==> config.mk <==
export PLATFORM = sky130hd
export DESIGN_NAME = alu_writeback
export DESIGN_NICKNAME = d
export VERILOG_FILES = /design/src/rtl/alu_pkg.sv /design/src/rtl/alu_wb_skid_fifo.sv /design/src/rtl/alu_writeback.sv
export SDC_FILE = /design/constraint.sdc
export NUM_CORES = 1
export LEC_CHECK = 0
export BUFFER_PORTS_ARGS = -buffer_cell sky130_fd_sc_hd__buf_2
export CAP_MARGIN = 40
export CORE_MARGIN = 2
export CORE_UTILIZATION = 55
export DETAILED_ROUTE_END_ITERATION = 16
export HOLD_SLACK_MARGIN = 0.15
export PLACE_DENSITY = 0.85
export SYNTH_ARGS = -nofsm -noshare
export SYNTH_HDL_FRONTEND = slang
export SYNTH_SLANG_ARGS = --single-unit
==> constraint.sdc <==
create_clock -name clk -period 9.21 [get_ports clk]
set_input_delay 0.4605 -clock clk [delete_from_list [all_inputs] [get_ports clk]]
set_output_delay 0.4605 -clock clk [all_outputs]
set_load 0.05 [all_outputs]
==> src/rtl/alu_pkg.sv <==
// alu_pkg: ALU select codes and the writeback FIFO entry layout shared with the ALU and decode.
package alu_pkg;
  localparam int SEL_W = 5;
  localparam logic [SEL_W-1:0] SEL_ADD = 5'd1;
  localparam logic [SEL_W-1:0] SEL_SUB = 5'd2;
  localparam logic [SEL_W-1:0] SEL_MUL = 5'd3;
  localparam logic [SEL_W-1:0] SEL_DIV = 5'd4;
  localparam int WB_DATA_W = 32;
  localparam int WB_RA_W = 5;
  typedef struct packed {
    logic [2*WB_DATA_W-1:0] result;
    logic [SEL_W-1:0]       sel;
    logic [WB_RA_W-1:0]     rd;
    logic                   wen;
  } wb_entry_t;
  localparam int WB_ENTRY_W = $bits(wb_entry_t);
  function automatic logic is_hilo(input logic [SEL_W-1:0] s);
    return s == SEL_MUL || s == SEL_DIV;
  endfunction
  function automatic logic is_addsub(input logic [SEL_W-1:0] s);
    return s == SEL_ADD || s == SEL_SUB;
  endfunction
endpackage

==> src/rtl/alu_wb_skid_fifo.sv <==
// alu_wb_skid_fifo: 2-entry FIFO with flush; exposes head and youngest entry for forwarding.
module alu_wb_skid_fifo #(
  parameter int W = 1
) (
  input  logic         clk,
  input  logic         rst_n,
  input  logic         push_i,
  input  logic         pop_i,
  input  logic         flush_i,
  input  logic [W-1:0] din_i,
  output logic [W-1:0] head_o,
  output logic [W-1:0] young_o,
  output logic [1:0]   count_o
);
  logic [W-1:0] mem_q [2];
  logic wr_q, rd_q;
  logic [1:0] cnt_q;
  always_ff @(posedge clk or negedge rst_n)
    if (!rst_n) begin
      wr_q  <= 1'b0;
      rd_q  <= 1'b0;
      cnt_q <= 2'd0;
    end else if (flush_i) begin
      wr_q  <= 1'b0;
      rd_q  <= 1'b0;
      cnt_q <= 2'd0;
    end else begin
      if (push_i) wr_q <= ~wr_q;
      if (pop_i) rd_q <= ~rd_q;
      cnt_q <= cnt_q + 2'(push_i) - 2'(pop_i);
    end
  always_ff @(posedge clk)
    if (push_i && !flush_i) mem_q[wr_q] <= din_i;
  // with one entry buffered, head and youngest are the same slot
  assign head_o  = mem_q[rd_q];
  assign young_o = mem_q[~wr_q];
  assign count_o = cnt_q;
endmodule

==> src/rtl/alu_writeback.sv <==
// alu_writeback: ALU writeback stage with skid buffer, HI/LO and forwarding lookup.
// Optional overflow trap on ADD/SUB enabled by defining ALU_WB_OVF_TRAP_EN.
module alu_writeback import alu_pkg::*; #(
  parameter int DATA_W = 32,
  parameter int SEL_W  = 5,
  parameter int RA_W   = 5
) (
  input  logic                clk,
  input  logic                rst_n,
  input  logic                ex_valid,
  output logic                ex_ready,
  input  logic [2*DATA_W-1:0] ex_result,
  input  logic [SEL_W-1:0]    ex_sel,
  input  logic [RA_W-1:0]     ex_rd,
  input  logic                ex_wen,
  input  logic                flush,
  input  logic                rf_busy,
  output logic                rf_we,
  output logic [RA_W-1:0]     rf_waddr,
  output logic [DATA_W-1:0]   rf_wdata,
  output logic [DATA_W-1:0]   hi_q,
  output logic [DATA_W-1:0]   lo_q,
`ifdef ALU_WB_OVF_TRAP_EN
  output logic                ovf_trap,
  output logic                ovf_sticky,
`endif
  input  logic [RA_W-1:0]     lu_rd,
  output logic                lu_hit,
  output logic [DATA_W-1:0]   lu_data
);
  typedef struct packed {
    logic [2*DATA_W-1:0] result;
    logic [SEL_W-1:0]    sel;
    logic [RA_W-1:0]     rd;
    logic                wen;
  } ent_t;
  ent_t in_e, head, young;
  logic [1:0] cnt;
  logic push, pop, ovf_h, ovf_y, hit_y, hit_o, hit_r, we_d, ld_d, hl_d;
  assign in_e     = {ex_result, ex_sel, ex_rd, ex_wen};
  assign ex_ready = cnt != 2'd2;
  assign push     = ex_valid & ex_ready & ~flush;
  assign pop      = (cnt != 2'd0) & ~rf_busy & ~flush;
  alu_wb_skid_fifo #(.W($bits(ent_t))) u_fifo (
    .clk(clk), .rst_n(rst_n), .push_i(push), .pop_i(pop), .flush_i(flush),
    .din_i(in_e), .head_o(head), .young_o(young), .count_o(cnt)
  );
`ifdef ALU_WB_OVF_TRAP_EN
  function automatic logic ovf(input ent_t e);
    return is_addsub(e.sel) && e.result[2*DATA_W-1:DATA_W] != {DATA_W{e.result[DATA_W-1]}};
  endfunction
  assign ovf_h = ovf(head);
  assign ovf_y = ovf(young);
  logic trap_q;
  always_ff @(posedge clk or negedge rst_n)
    if (!rst_n) begin
      trap_q     <= 1'b0;
      ovf_sticky <= 1'b0;
    end else begin
      trap_q     <= pop & ovf_h;
      ovf_sticky <= ovf_sticky | (pop & ovf_h);
    end
  assign ovf_trap = trap_q;
`else
  assign ovf_h = 1'b0;
  assign ovf_y = 1'b0;
  logic unused_upper;
  assign unused_upper = &{1'b0, young.result[2*DATA_W-1:DATA_W]};
`endif
  function automatic logic fwd(input ent_t e, input logic ov, input logic [RA_W-1:0] a);
    return e.wen && e.rd == a && e.rd != '0 && !is_hilo(e.sel) && !ov;
  endfunction
  // youngest FIFO entry wins, then the older one, then the write already on the port
  always_comb begin
    hit_y   = cnt != 2'd0 && fwd(young, ovf_y, lu_rd);
    hit_o   = cnt == 2'd2 && fwd(head, ovf_h, lu_rd);
    hit_r   = rf_we && rf_waddr == lu_rd;
    lu_hit  = hit_y | hit_o | hit_r;
    lu_data = hit_y ? young.result[DATA_W-1:0] : hit_o ? head.result[DATA_W-1:0] : hit_r ? rf_wdata : '0;
    hl_d    = pop & is_hilo(head.sel);
    ld_d    = pop & ~is_hilo(head.sel);
    we_d    = ld_d & head.wen & (head.rd != '0) & ~ovf_h;
  end
  always_ff @(posedge clk or negedge rst_n)
    if (!rst_n) begin
      rf_we    <= 1'b0;
      rf_waddr <= '0;
      rf_wdata <= '0;
      hi_q     <= '0;
      lo_q     <= '0;
    end else begin
      rf_we <= we_d;
      if (ld_d) begin
        rf_waddr <= head.rd;
        rf_wdata <= head.result[DATA_W-1:0];
      end
      if (hl_d) begin
        hi_q <= head.result[2*DATA_W-1:DATA_W];
        lo_q <= head.result[DATA_W-1:0];
      end
    end
endmodule

# After elaboration in Yosys (flattened, before gate mapping)
# Memory sizes are Yosys's and may differ from the RTL's.
# Index checks and enable logic that the tools add are counted.
[word_totals]
register_bits = 106
ram_bits = 150
inputBits = 85
output_inout_bits = 136
word_cells = 65
memories = 1
[classes]
addsub = 2
eq_ne = 9
n_mux = 10
bitwise = 15
reduce_logical = 20
[memory_table]
columns = ["name", "depth", "width", "read_ports", "rd_clocked_by_memory_dff", "wr", "line", "source"]
rows = [
  ["u_fifo.mem_q", 2, 75, 2, 0, 1, "alu_wb_skid_fifo.sv:15", "logic [W-1:0] mem_q [2];"],
]
[ops]
columns = ["op", "n"]
rows = [
  ["$mux W32", 3],
  ["$eq A5 B5 Y1", 3],
  ["$eq A5 B2 Y1 const B", 2],
  ["$eq A5 B3 Y1 const B", 2],
  ["$logic_and A1 B1 Y1", 10],
  ["$reduce_bool A5 Y1", 2],
  ["$and A1 B1 Y1", 8],
  ["$mux W1", 6],
  ["$reduce_bool A2 Y1", 3],
  ["$not A1 Y1", 5],
  ["$logic_not A1 Y1", 3],
  ["$add A2 B1 Y2", 1],
  ["$eq A2 B2 Y1 const B", 1],
  ["$logic_or A1 B1 Y1", 2],
  ["$mux W2", 1],
  ["$ne A2 B2 Y1 const B", 1],
  ["$or A1 B1 Y1", 2],
  ["$sub A2 B1 Y2", 1],
]

# Longest topological paths before layout
# An unclocked memory read counts as a cell.
[logic_depth]
word_depth = 9
mapped_depth = 9
depth_no_buf = 7

# Cells and area by module
# From an unflattened synthesis, not the netlist that was laid out.
[hier_totals]
hier_cells = 740
hier_area_um2 = 11424.7
[by_module_without_submodules]
columns = ["mod", "instances", "cells_each", "area_each_um2", "seq_area_each_um2"]
rows = [
  ["alu_wb_skid_fifo", 1, 334, 6601.3, 4604.4],
  ["alu_writeback", 1, 406, 4823.4, 2552.4],
]

# Least setup slack after synthesis
# Ideal clock, no wire load.
[synth_path]
path_kind = "register -> register"
from = "reg u_fifo.wr_q"
to = "mem u_fifo.mem_q[0][0] (netlist bit) (enable)"
setup_time_ns = 0.601
t_arrival_ns = 6.144
t_required_ns = 8.609
slack_ns = 2.465
stages_incl_launch_ff = 5
n_path_buf = 3
period_less_slack_ns = 6.745
path_cell_list = "dfrtp_1 buf_2 buf_4 buf_1 nor3_1"
[synth_lines]
columns = ["element", "line", "source"]
rows = [
  ["start: declaration", "alu_wb_skid_fifo.sv:16", "logic wr_q, rd_q;"],
  ["start signal: assignment", "alu_wb_skid_fifo.sv:28", "if (push_i) wr_q <= ~wr_q;"],
  ["end: declaration", "alu_wb_skid_fifo.sv:15", ""],
]
# No word-level cell before the write port.

# Final worst setup path
[layout_path]
from = "reg u_fifo.wr_q"
to = "out lu_data[16]"
[layout_via]
elab_chain_cells = 8
word_cells_on_any_way = 13
classes_between = "3 x eq/ne; 1 x mux; 1 x bitwise; 7 x reduce/logical; 1 x memory"
[layout_lines]
columns = ["element", "line", "source"]
rows = [
  ["$not A1 Y1 *", "alu_wb_skid_fifo.sv:36", "assign young_o = mem_q[~wr_q];"],
  ["$mem_v2 Z2 W75 *", "n/a", ""],
  ["$eq A5 B5 Y1, or another cell as far along", "alu_writeback.sv:71", "return e.wen && e.rd == a && e.rd != '0 && !is_hilo(e.sel) && !ov;"],
  ["$logic_and A1 B1 Y1 / $logic_or A1 B1 Y1 (equally long branches)", "alu_writeback.sv:71, alu_pkg.sv:18", ""],
  ["$logic_and A1 B1 Y1 / $logic_not A1 Y1 (equally long branches)", "alu_writeback.sv:71", ""],
  ["$logic_and A1 B1 Y1", "alu_writeback.sv:71", ""],
  ["$logic_and A1 B1 Y1", "alu_writeback.sv:75", "hit_y = cnt != 2'd0 && fwd(young, ovf_y, lu_rd);"],
  ["$mux W32 *", "alu_writeback.sv:79", "lu_data = hit_y ? young.result[DATA_W-1:0] : hit_o ? head.result[DATA_W-1:0] : hit_r ? rf_wdata : '0;"],
  ["end: declaration", "alu_writeback.sv:29", "output logic [DATA_W-1:0] lu_data"],
]
# Mark *: on every way between the ends. The rest lies on a longest branch, timed or not.

==> results.py <==
metrics = {
    "floorplanning": {
        "die_w_um": 142,
        "die_area_mm2": 0.0202,
        "rows": 50,
        "die_h_um": 142,
        "io_pins": 221,
        "start_util": 0.562,
        "core-area_mm2": 0.0187,
    },
    "sta": {
        "rsz0062_at_grt": "no",
        "worst_slew_pin_slew_ns": 0.820,
        "fmax_mhz": 248,
        "tns_ns": 0,
        "period_needed_ns": 4.03,
        "slew_headroom": 0.454,
        "holdWs_ns": 0.171,
        "hold_viol": 0,
        "period_share": 0.437,
        "report.final.setup_viol": 0,
        "finalMaxSlewViolations": 0,
        "finClkSkew_ns": 0.0124,
        "layout_setup_ws_ns": 5.18,
    },
    "detailed_routing": {
        "drc": 0,
        "wl_per_cell_um": 20.1,
        "routed_wl_um": 25800,
        "drt_pass1_iterations": 5,
        "num_vias": 7177,
        "drtAntennaViolNets": 0,
        "drtIter0Drc": 281,
        "via_per_inst": 5.58,
    },
    "clocking": {
        "ctsLongestPathBuffers": 3,
        "cts-root-buf": "clkbuf_16",
        "cts_tree": "yes",
        "htree_levels": 1,
        "clk_latency_ns": 0.51,
        "cts_sinks": 256,
        "cts_made_buffers": 26,
        "clk_pin_slew_worst_paths_ns": 0.07,
    },
    "synth": {
        "yosysTopAreaCellShare": 0.428,
        "avgSynthCellArea_um2": 14.2,
        "ys_types": 38,
        "synth_area_leaders": "edfxtp_1, dfrtp_1, mux2i_1",
        "ys_ff_latch": 256,
        "syn_inst": 741,
        "syn_nets": 828,
        "yosysSeqAreaShare": 0.681,
        "yosysTopAreaCell": "edfxtp_1",
        "yosysWarnings": 0,
        "netlist_area_mm2": 0.0105,
    },
    "place": {
        "place_ws_ns": 5.71,
        "place_congestion": 0.793,
        "dp_hpwl_um": 15700,
        "port_buffers": 220,
    },
    "pwr": {
        "p_per_area_mw_per_mm2": 310,
        "pwr-share-clk": 0.283,
        "p_comb_frac": 0.328,
        "peakVddDrop_v": 0.000219,
        "p_int_w": 0.00256,
        "seqPwrFrac": 0.389,
        "power.switching_w": 0.00163,
        "power_leakage_nw": 5.53,
        "swShare": 0.390,
    },
    "cells_and_area": {
        "final_layout_size_suffix_gt1_frac": 0.273,
        "fill_cells": 1200,
        "synthToLayoutAreaGrowth_pct": 28.7,
        "mostFrequentLayoutCells": "buf_2, edfxtp_1, mux2i_1",
        "mostFrequentLayoutCell": "buf_2",
        "nets": 1116,
    },
    "setup_path": {
        "path_cells": "buf_4 -> mux2i_1 -> nor4_1 -> and4_2 -> buf_4 -> mux2i_1 -> buf_2",
        "cp_max_fo": 33,
        "cp_top_family": "buffers and inverters",
        "crit_arrival_ns": 3.57,
        "startpoint_type": "register",
        "regToRegSetupSlack_ns": 5.98,
        "worstSetupEndpointType": "primary output",
        "cp_slowest_cell": "dfrtp_2",
        "critPathKind": "reg2out",
        "cp_num_buf_inv": 3,
        "cp.required_ns": 8.75,
        "critical_path.max_stage_delay_ns": 0.62,
    },
    "grt": {
        "grt_pass1_wl_um": 39500,
        "grt_pass1_vias": 7350,
        "grtUsageTotal": 0.252,
        "grt_max_degree": 81,
        "grt_antenna_before_repair": 3,
        "grt_overflow_total": 0,
    },
    "run": {
        "drv_cap": 0,
    },
    "hold_path": {
        "hold_path.class": "in2reg",
    },
    "outcome": {
        "run_status": "finished, final reports clean",
    },
}
cells in the mapped netlist:
library cell  number
edfxtp_1         150
mux2i_1          141
dfrtp_1          106
nor2_1            69
a21oi_1           65
nand2_1           41
o21ai_0           39
a2bb2oi_1         32
buf_2             26
xnor2_1           11
buf_6              8
clkbuf_1           8
xor2_1             6
buf_1              3
nor3_1             3
a211oi_2           2
ha_1               2
inv_1              2
nand2b_1           2
nand3_1            2
nand3b_1           2
nor2b_1            2
nor4_1             2
or3b_1             2
or4_1              2
a211oi_1           1
a31oi_4            1
and2_1             1
and4_1             1
buf_4              1
clkinv_1           1
mux2i_2            1
nand3_4            1
nor3_4             1
nor4_4             1
o22ai_1            1
o32ai_2            1
or3_1              1
cells by family (layout without fill, tap and decap cells):
kind of cell / after synthesis / in the layout / share of synthesized area
mux: 142 / 142 / 0.136
xor+xnor: 17 / 17 / 0.0142
flops: 256 / 256 / 0.681
compound gates: 142 / 142 / 0.0834
fa+ha+maj: 2 / 2 / 0.00238
buf+inv: 49 / 357 / 0.0267
other cells: 0 / 3 / 0
simple gates: 133 / 133 / 0.0570
worst register-to-register path, cell delays in order, from the launching register on:
cell      delay (ns)
edfxtp_1        0.38
or3b_1          0.41
a211oi_2        0.35
mux2i_1         0.22
nor2b_4         0.55
buf_16          0.24
buf_4           0.63
nor2_1          0.16
a21oi_1         0.20
per-layer routing:
metal  up-vias  global-route usage  wire length, um
met2       323               0.432            13000
met1      3501               0.330            10200
met3        37              0.0579             2100
li1       3316                   -                -
met5         -                   0                0
met4         0              0.0584              462
final timing paths:
path / start / endpoint / depth (start not counted)
max: u_fifo.wr_q$_DFFE_PN0P_ / lu_data[16] / 7
min: ex_wen / u_fifo.mem_q[0][0]$_DFFE_PP_ / 1
max reg2reg: u_fifo.mem_q[1][6]$_DFFE_PP_ / hi_q[28]$_DFFE_PN0P_ / 8
min reg2reg: rf_wdata[28]$_DFFE_PN0N_ / rf_wdata[28]$_DFFE_PN0N_ / 2
max in group asynchronous: rst_n / u_fifo.rd_q$_DFFE_PN0P_ / 3
min in group asynchronous: rst_n / rf_wdata[14]$_DFFE_PN0N_ / 2
state kept, by name, indices dropped and copies added (netlist names):
name / flops
u_fifo.mem_q: 150
hi_q: 32
lo_q: 32
rf_wdata: 32
rf_waddr: 5
u_fifo.count_o: 2
rf_we: 1
u_fifo.rd_q: 1
u_fifo.wr_q: 1
cell type report:
cell class                      count  area (um2)  share of cell area
Tap cell                          234         293              0.0216
Antenna cell                        3        7.51            0.000555
Sequential cell                   256        7160               0.529
Timing Repair Buffer              306        1990               0.147
Inverter                            3        11.3            0.000832
Clock buffer                       35         736              0.0544
Clock inverter                     13         236              0.0175
Multi-Input combinational cell    436        3090               0.229
metrics by stage:
stage	cell area, um2	total power (W)	utilization	instances
after detailed placement	11800	0.00299	0.631	1160
after global placement	11700	0.00295	0.627	1157
final	13500	0.00419	0.723	1286
after CTS	13500	0.00419	0.723	1283
after floorplan	10500	0.00263	-	741
after global routing	13500	0.00435	0.723	1284
timing repair:
item	in CTS	in global routing
resized for setup	0	0
hold endpoints to repair	196	0
setup buffers	0	0
hold buffers	75	0
power by group through the flow:
| stage | clock network, W | logic, W | registers, W |
|---|---|---|---|
| floorplan | 0 | 0.000365 | 0.00226 |
| global placement | 0 | 0.00131 | 0.00163 |
| detailed placement | 0 | 0.00134 | 0.00164 |
| CTS | 0.00119 | 0.00137 | 0.00163 |
| global route | 0.00124 | 0.00145 | 0.00165 |
| finish | 0.00118 | 0.00137 | 0.00163 |
Power figures use the tool's default switching activity.
